### src/rtl/bfm_pkg.sv
// Shared widths and types for the bfm adder datapath.
package bfm_pkg;

  localparam int BFM_WIDTH       = 8;
  localparam int BFM_MAX_LATENCY = 4;

  typedef logic [BFM_WIDTH-1:0] bfm_data_t;

endpackage

### src/rtl/bfm_pipe_stage.sv
// One WIDTH-wide register of the adder pipeline with a synchronous clear.
module bfm_pipe_stage
  import bfm_pkg::*;
#(
  parameter int WIDTH = BFM_WIDTH
) (
  input  logic             clk_i,
  input  logic             reset_i,
  input  logic [WIDTH-1:0] d,
  output logic [WIDTH-1:0] q
);

  always_ff @(posedge clk_i) begin
    if (reset_i) q <= '0;
    else         q <= d;
  end

endmodule

### src/rtl/bfm_adder.sv
// Registered modular adder: res_o = (A_s + B_s) mod 2**WIDTH, LATENCY stages late.
module bfm_adder
  import bfm_pkg::*;
#(
  parameter int WIDTH   = BFM_WIDTH,
  parameter int LATENCY = 1
) (
  input  logic             clk_i,
  input  logic             reset_i,
  input  logic [WIDTH-1:0] A_s,
  input  logic [WIDTH-1:0] B_s,
  output logic [WIDTH-1:0] res_o
);

  if (LATENCY < 1 || LATENCY > BFM_MAX_LATENCY) begin : g_bad_latency
    $error("bfm_adder: LATENCY=%0d outside 1..%0d", LATENCY, BFM_MAX_LATENCY);
  end

  logic [WIDTH-1:0] sum;
  logic [WIDTH-1:0] pipe [LATENCY];

  // Carry-out falls off the top: the assignment truncates to WIDTH.
  assign sum = A_s + B_s;

  for (genvar g = 0; g < LATENCY; g++) begin : g_stage
    if (g == 0) begin : g_first
      bfm_pipe_stage #(.WIDTH(WIDTH)) u_stage (
        .clk_i  (clk_i),
        .reset_i(reset_i),
        .d      (sum),
        .q      (pipe[g])
      );
    end else begin : g_next
      bfm_pipe_stage #(.WIDTH(WIDTH)) u_stage (
        .clk_i  (clk_i),
        .reset_i(reset_i),
        .d      (pipe[g-1]),
        .q      (pipe[g])
      );
    end
  end

  assign res_o = pipe[LATENCY-1];

endmodule

### config.mk
export PLATFORM = sky130hd
export DESIGN_NAME = bfm_adder
export DESIGN_NICKNAME = d
export VERILOG_FILES = /design/src/rtl/bfm_pkg.sv /design/src/rtl/bfm_pipe_stage.sv /design/src/rtl/bfm_adder.sv
export SDC_FILE = /design/constraint.sdc
export NUM_CORES = 1
export LEC_CHECK = 0
export CORE_MARGIN = 8
export CORE_UTILIZATION = 38
export DETAILED_ROUTE_END_ITERATION = 10
export GPL_ROUTABILITY_DRIVEN = 0
export GPL_TIMING_DRIVEN = 1
export PLACE_DENSITY = 0.76
export RECOVER_POWER = 25
export SETUP_SLACK_MARGIN = 0.2
export SLEW_MARGIN = 10
export SYNTH_ARGS = -nofsm -noshare
export SYNTH_HDL_FRONTEND = slang
export SYNTH_SLANG_ARGS = --single-unit
### constraint.sdc
create_clock -name clk_i -period 1.71 [get_ports clk_i]
set_input_delay 0.171 -clock clk_i [delete_from_list [all_inputs] [get_ports clk_i]]
set_output_delay 0.171 -clock clk_i [all_outputs]
set_load 0.02 [all_outputs]
After elaboration in Yosys (flattened, before gate mapping)
Index checks and enable logic that the tools add are counted.
Widths: inputs -> output; s select.
{"block": "word_totals", "reg_bits": 8, "in_bits": 18, "output_inout_bits": 8, "word_cells": 2}
{"block": "op_classes", "n_addsub": 1}
{"cell": "$add 8x8->8", "count": 1}

Depth between registers and ports, before layout
{"block": "logic_depth", "word_depth": 1, "mapped_depth": 7, "ltp_nobuf": 7}

Modules after synthesis
A second synthesis with hierarchy kept.
{"block": "unflattened", "hier_cells": 58, "hier_area_um2": 541.8}
{"mod": "bfm_adder", "instances": 1, "cells_per_inst": 42, "area_each_um2": 331.6, "seq_area_each_um2": 0.0}
{"mod": "bfm_pipe_stage", "instances": 1, "cells_per_inst": 16, "area_each_um2": 210.2, "seq_area_each_um2": 160.2}

Worst setup path before layout
No wires, ideal clock.
{"block": "synth_timing", "kind": "input-to-reg", "from": "input A_s[1]", "to": "register g_stage[0].g_first.u_stage.q[5]", "setup_time_ps": 73, "arrival_ps": 1345, "required_time_ps": 1637, "slack_ps": 292, "cell_stages": 5, "n_path_buf": 0, "path_cell_list": "ha_1 -> a211oi_2 -> nor2_1 -> or4_1 -> o211ai_2"}
{"block": "synth_via", "elab_chain_len": 1}
{"item": "start: declaration", "line_no": "bfm_adder.sv:10", "rtl": "input logic [WIDTH-1:0] A_s,"}
{"item": "$add 8x8->8", "line_no": "bfm_adder.sv:23", "rtl": "assign sum = A_s + B_s;"}
{"item": "end signal: assignment", "line_no": "bfm_pipe_stage.sv:14", "rtl": "if (reset_i) q <= '0;"}
{"item": "end signal: assignment", "line_no": "bfm_pipe_stage.sv:15", "rtl": "else q <= d;"}
{"item": "end: declaration", "line_no": "bfm_pipe_stage.sv:10", "rtl": "output logic [WIDTH-1:0] q"}
No other way between the ends.
A chain may end at the register's enable or synchronous reset.

Final worst setup path
{"block": "layout_timing", "from": "input A_s[2]", "to": "register g_stage[0].g_first.u_stage.q[6]"}
The elaborated chain is that of the path after synthesis.

==> impl_results.html <==
<table>
<tr><th>Metric</th><th>Value</th></tr>
<tr><th colspan="2">Outcome</th></tr>
<tr><td>Status</td><td>completed</td></tr>
<tr><th colspan="2">Floorplan</th></tr>
<tr><td>Die width</td><td>roughly 53 um</td></tr>
<tr><td>Initial core utilization</td><td>41.0%</td></tr>
<tr><td>Die Ht</td><td>53.5 um</td></tr>
<tr><td>Site row count</td><td>13</td></tr>
<tr><td>Core Region</td><td>1300 sq um</td></tr>
<tr><td>Area of the die</td><td>2860 sq um</td></tr>
<tr><td>Num ports</td><td>26</td></tr>
<tr><th colspan="2">Global route</th></tr>
<tr><td>Global-route wire length before repair</td><td>2680 um</td></tr>
<tr><td>Vias in the first global route</td><td>around 640</td></tr>
<tr><td>Overall global routing resource usage</td><td>12.3%</td></tr>
<tr><td>Maximum number of pins on one net before global-route repair</td><td>8</td></tr>
<tr><td>Global route overflow</td><td>0</td></tr>
<tr><td>Number of antenna violations at the first check in global routing</td><td>0</td></tr>
<tr><th colspan="2">Power and ir drop</th></tr>
<tr><td>Total power divided by cell area</td><td>641 nW/um^2</td></tr>
<tr><td>Worst-case vdd ir drop</td><td>0.275 mV</td></tr>
<tr><td>Leakage power total</td><td>0.446 nW</td></tr>
<tr><th colspan="2">Clock network</th></tr>
<tr><td>Cts bufs inserted</td><td>3</td></tr>
<tr><td>TritonCTS clock tree</td><td>yes</td></tr>
<tr><td>Cell at the root of the clock tree</td><td>sky130_fd_sc_hd__clkbuf_4</td></tr>
<tr><td>CTS sink cnt</td><td>8</td></tr>
<tr><td>Clock transition at the registers of the reported paths</td><td>0.05 ns</td></tr>
<tr><td>H-tree depth</td><td>1</td></tr>
<tr><td>Clock Tree Buf Depth</td><td>2</td></tr>
<tr><th colspan="2">Placed design</th></tr>
<tr><td>Setup WS pre-CTS</td><td>-0.247 ns</td></tr>
<tr><td>Buffers added on ports</td><td>25</td></tr>
<tr><td>Final HPWL DP</td><td>around 1300 um</td></tr>
<tr><th colspan="2">Yosys</th></tr>
<tr><td>Net count after synthesis</td><td>84</td></tr>
<tr><td>Share of synthesized area spent on multiplexers</td><td>0%</td></tr>
<tr><td>Area fraction in compound gates after synthesis</td><td>between 20% and 30%</td></tr>
<tr><td>Synthesized netlist cell count</td><td>58</td></tr>
<tr><td>Warnings, synthesis</td><td>0</td></tr>
<tr><td>Sequential share of the synthesized area</td><td>between 30% and 40%</td></tr>
<tr><td>Number of unique standard cell types used by synthesis</td><td>26</td></tr>
<tr><td>Simple-Gate Fraction of Synth Area</td><td>a little over a fifth</td></tr>
<tr><td>Dominant combinational cell family by area after synthesis</td><td>compound AO/OA/AOI/OAI gates</td></tr>
<tr><td>Synth Cell Area</td><td>roughly 530 sq um</td></tr>
<tr><td>Syn Area/Cell</td><td>9.19 sq um</td></tr>
<tr><td>Post-Synth Adder-Cell Area</td><td>20.2%</td></tr>
<tr><td>Cell taking the most area after synthesis</td><td>sky130_fd_sc_hd__dfxtp_1</td></tr>
<tr><td>Ranking of synthesized cells by area</td><td>sky130_fd_sc_hd__dfxtp_1 (30%), sky130_fd_sc_hd__ha_1 (16%), sky130_fd_sc_hd__nor3_1 (5.6%)</td></tr>
<tr><td>Post-Synth XOR/XNOR Area</td><td>roughly 1.6%</td></tr>
<tr><td>Top cell type's share of synthesized area</td><td>between 30% and 40%</td></tr>
<tr><td>Number of flip-flops and latches in the synthesized netlist</td><td>8</td></tr>
<tr><th colspan="2">Layout</th></tr>
<tr><td>Layout filler cell count</td><td>83</td></tr>
<tr><td>Count of antenna diodes in the layout</td><td>0</td></tr>
<tr><td>Synth-to-Final Area Change</td><td>96.2%</td></tr>
<tr><td>Number of flip-flops in the largest register</td><td>8</td></tr>
<tr><td>Largest registers ranked by flip-flop count</td><td>g_stage.g_first.u_stage.q x8</td></tr>
<tr><td>Final net count</td><td>126</td></tr>
<tr><td>Share of layout cells above drive strength 1</td><td>between 30% and 40%</td></tr>
<tr><td>Register ranked first by flip-flop count</td><td>g_stage.g_first.u_stage.q</td></tr>
<tr><td>Most frequent standard cell in the layout excluding fill and tap cells</td><td>sky130_fd_sc_hd__clkdlybuf4s50_1</td></tr>
<tr><td>Most frequent cells in the layout</td><td>sky130_fd_sc_hd__clkdlybuf4s50_1 (17), sky130_fd_sc_hd__buf_4 (13), sky130_fd_sc_hd__dfxtp_1 (8), sky130_fd_sc_hd__ha_4 (6)</td></tr>
<tr><th colspan="2">Critical path</th></tr>
<tr><td>WP data arrival</td><td>between 1.5 and 2 ns</td></tr>
<tr><td>Crit Path Class</td><td>in2reg</td></tr>
<tr><td>Crit path required time</td><td>1.84 ns</td></tr>
<tr><td>Critical Path Fanout Max</td><td>3</td></tr>
<tr><td>Crit start category</td><td>primary input</td></tr>
<tr><td>Endpoint kind of the worst setup timing path</td><td>register</td></tr>
<tr><th colspan="2">Timing</th></tr>
<tr><td>Post-route fraction of the period consumed by the critical path</td><td>87.7%</td></tr>
<tr><td>Min setup slack post-route</td><td>~0.21 ns</td></tr>
<tr><td>Highest attainable clock frequency</td><td>666 MHz</td></tr>
<tr><td>Unrepaired setup endpoints after global routing</td><td>yes</td></tr>
<tr><td>Final setup fails</td><td>0</td></tr>
<tr><td>Post-Route Setup TNS</td><td>0 ns</td></tr>
<tr><td>Min Tclk post-route</td><td>1.50 ns</td></tr>
<tr><td>Transition time at the pin with the least slew margin</td><td>0.315 ns</td></tr>
<tr><td>Final hold violations</td><td>0</td></tr>
<tr><td>Relative slew slack</td><td>78.9%</td></tr>
<tr><td>Pins Over Slew Limit</td><td>0</td></tr>
<tr><th colspan="2">Job</th></tr>
<tr><td>Maximum Capacitance Violations</td><td>0</td></tr>
<tr><th colspan="2">Routing</th></tr>
<tr><td>M1 wire length</td><td>721 um</td></tr>
<tr><td>DR WL met3</td><td>90 um</td></tr>
<tr><td>DRT Pass-1 Iters</td><td>4</td></tr>
<tr><td>Routed via count</td><td>a little over 600</td></tr>
<tr><td>Number of violations reported at the end of detailed-routing iteration 0</td><td>14</td></tr>
<tr><td>Routed wire length</td><td>1970 um</td></tr>
<tr><td>Via count normalized by instance count</td><td>5.44</td></tr>
<tr><td># DRC</td><td>0</td></tr>
<tr><td>Metal2 WL</td><td>1120 um</td></tr>
<tr><td>Post-detailed-route wirelength per cell</td><td>17.4 um</td></tr>
<tr><td>Number of antenna-violating nets in the routed design</td><td>0</td></tr>
<tr><td>DR top layer</td><td>met4</td></tr>
<tr><th colspan="2">Min path</th></tr>
<tr><td>Count of cells along the worst hold path</td><td>3</td></tr>
<tr><td>Worst-case hold path end point</td><td>g_stage[0].g_first.u_stage.q[0]</td></tr>
<tr><td>HP Start</td><td>A_s[0]</td></tr>
<tr><td>Hold Crit Class</td><td>in2reg</td></tr>
</table>
kinds of logic after synthesis:
family	Yosys count
xor gates and xnor gates	1
AOI/OAI and AO/OA	17
buffers and inverters	4
DFF	8
adders and majority gates	8
and+or+nand+nor	20
routing by layer:
metal  up-vias  global-route usage [%]
met4         0                    5.88
met5         -                       0
met2        23                    22.7
met3         4                    3.36
li1        294                       -
met1       294                    12.3
critical path: stages:
cell	delay, ns
sky130_fd_sc_hd__clkdlybuf4s50_1	0.51
sky130_fd_sc_hd__ha_4	0.23
sky130_fd_sc_hd__nor2b_4	0.14
sky130_fd_sc_hd__o31a_1	0.30
sky130_fd_sc_hd__nor3_2	0.21
sky130_fd_sc_hd__nor3b_2	0.07
worst max-delay path by stage:
stage,startpoint,end,depth (start not counted)
global placement,A_s[1],g_stage[0].g_first.u_stage.q[5],6
CTS,A_s[5],g_stage[0].g_first.u_stage.q[5],5
global route,A_s[6],g_stage[0].g_first.u_stage.q[7],6
finish,A_s[2],g_stage[0].g_first.u_stage.q[6],6
floorplan,A_s[1],g_stage[0].g_first.u_stage.q[5],5
detailed placement,A_s[1],g_stage[0].g_first.u_stage.q[5],6
report_power, final:
group | total, mW | internal, mW | switching [mW] | leakage (nW)
logic | 0.321 | 0.176 | 0.145 | 0.366
registers | 0.214 | 0.208 | 0.00559 | 0.0668
clock network | 0.136 | 0.0798 | 0.0567 | 0.0138
stage by stage:
stage,power (mW),utilization [%],cell area (sq um),instances,hold slack [ns]
after floorplan,0.341,-,533,58,0.381
after global placement,0.464,67.6,880,108,0.865
after detailed placement,0.471,67.6,880,108,0.871
after CTS,0.635,74.6,971,113,0.463
after global routing,0.710,80.4,1050,113,0.489
final,0.671,80.4,1050,113,0.461
what timing repair did:
action / in CTS / in global routing
setup buffers: 2 / 0
setup endpoints to repair: 4 / 3
pin swaps: 12 / 4
hold buffers: 0 / 0
gates resized for setup: 17 / 11
Yosys cell counts:
library cell,n
sky130_fd_sc_hd__ha_1,7
sky130_fd_sc_hd__or3b_2,2
sky130_fd_sc_hd__a211oi_1,1
sky130_fd_sc_hd__a211oi_2,1
sky130_fd_sc_hd__or2b_1,1
sky130_fd_sc_hd__inv_1,3
sky130_fd_sc_hd__nor3b_1,1
sky130_fd_sc_hd__o21ai_1,2
sky130_fd_sc_hd__fa_1,1
sky130_fd_sc_hd__o211a_1,1
sky130_fd_sc_hd__nand2_1,1
sky130_fd_sc_hd__a21o_1,2
sky130_fd_sc_hd__or3_1,1
sky130_fd_sc_hd__nor3_1,6
sky130_fd_sc_hd__buf_2,1
sky130_fd_sc_hd__a21oi_1,3
sky130_fd_sc_hd__nor2b_1,3
sky130_fd_sc_hd__o21ai_0,2
sky130_fd_sc_hd__o21a_1,2
sky130_fd_sc_hd__o31a_1,2
sky130_fd_sc_hd__xnor2_1,1
sky130_fd_sc_hd__nor2_1,3
sky130_fd_sc_hd__or4_1,1
sky130_fd_sc_hd__nand3_1,1
sky130_fd_sc_hd__o211ai_2,1
sky130_fd_sc_hd__dfxtp_1,8
final cells by class:
type                    count  area, sq um  share of cell area (%)
multi-input cells          46          485                    46.4
well taps                  15         18.8                    1.79
repair buffers             38          348                    33.3
inverters                   3         11.3                    1.08
flip-flops and latches      8          160                    15.3
clock buffers               3         22.5                    2.15
No activity file was read; power rests on OpenSTA's default activity.
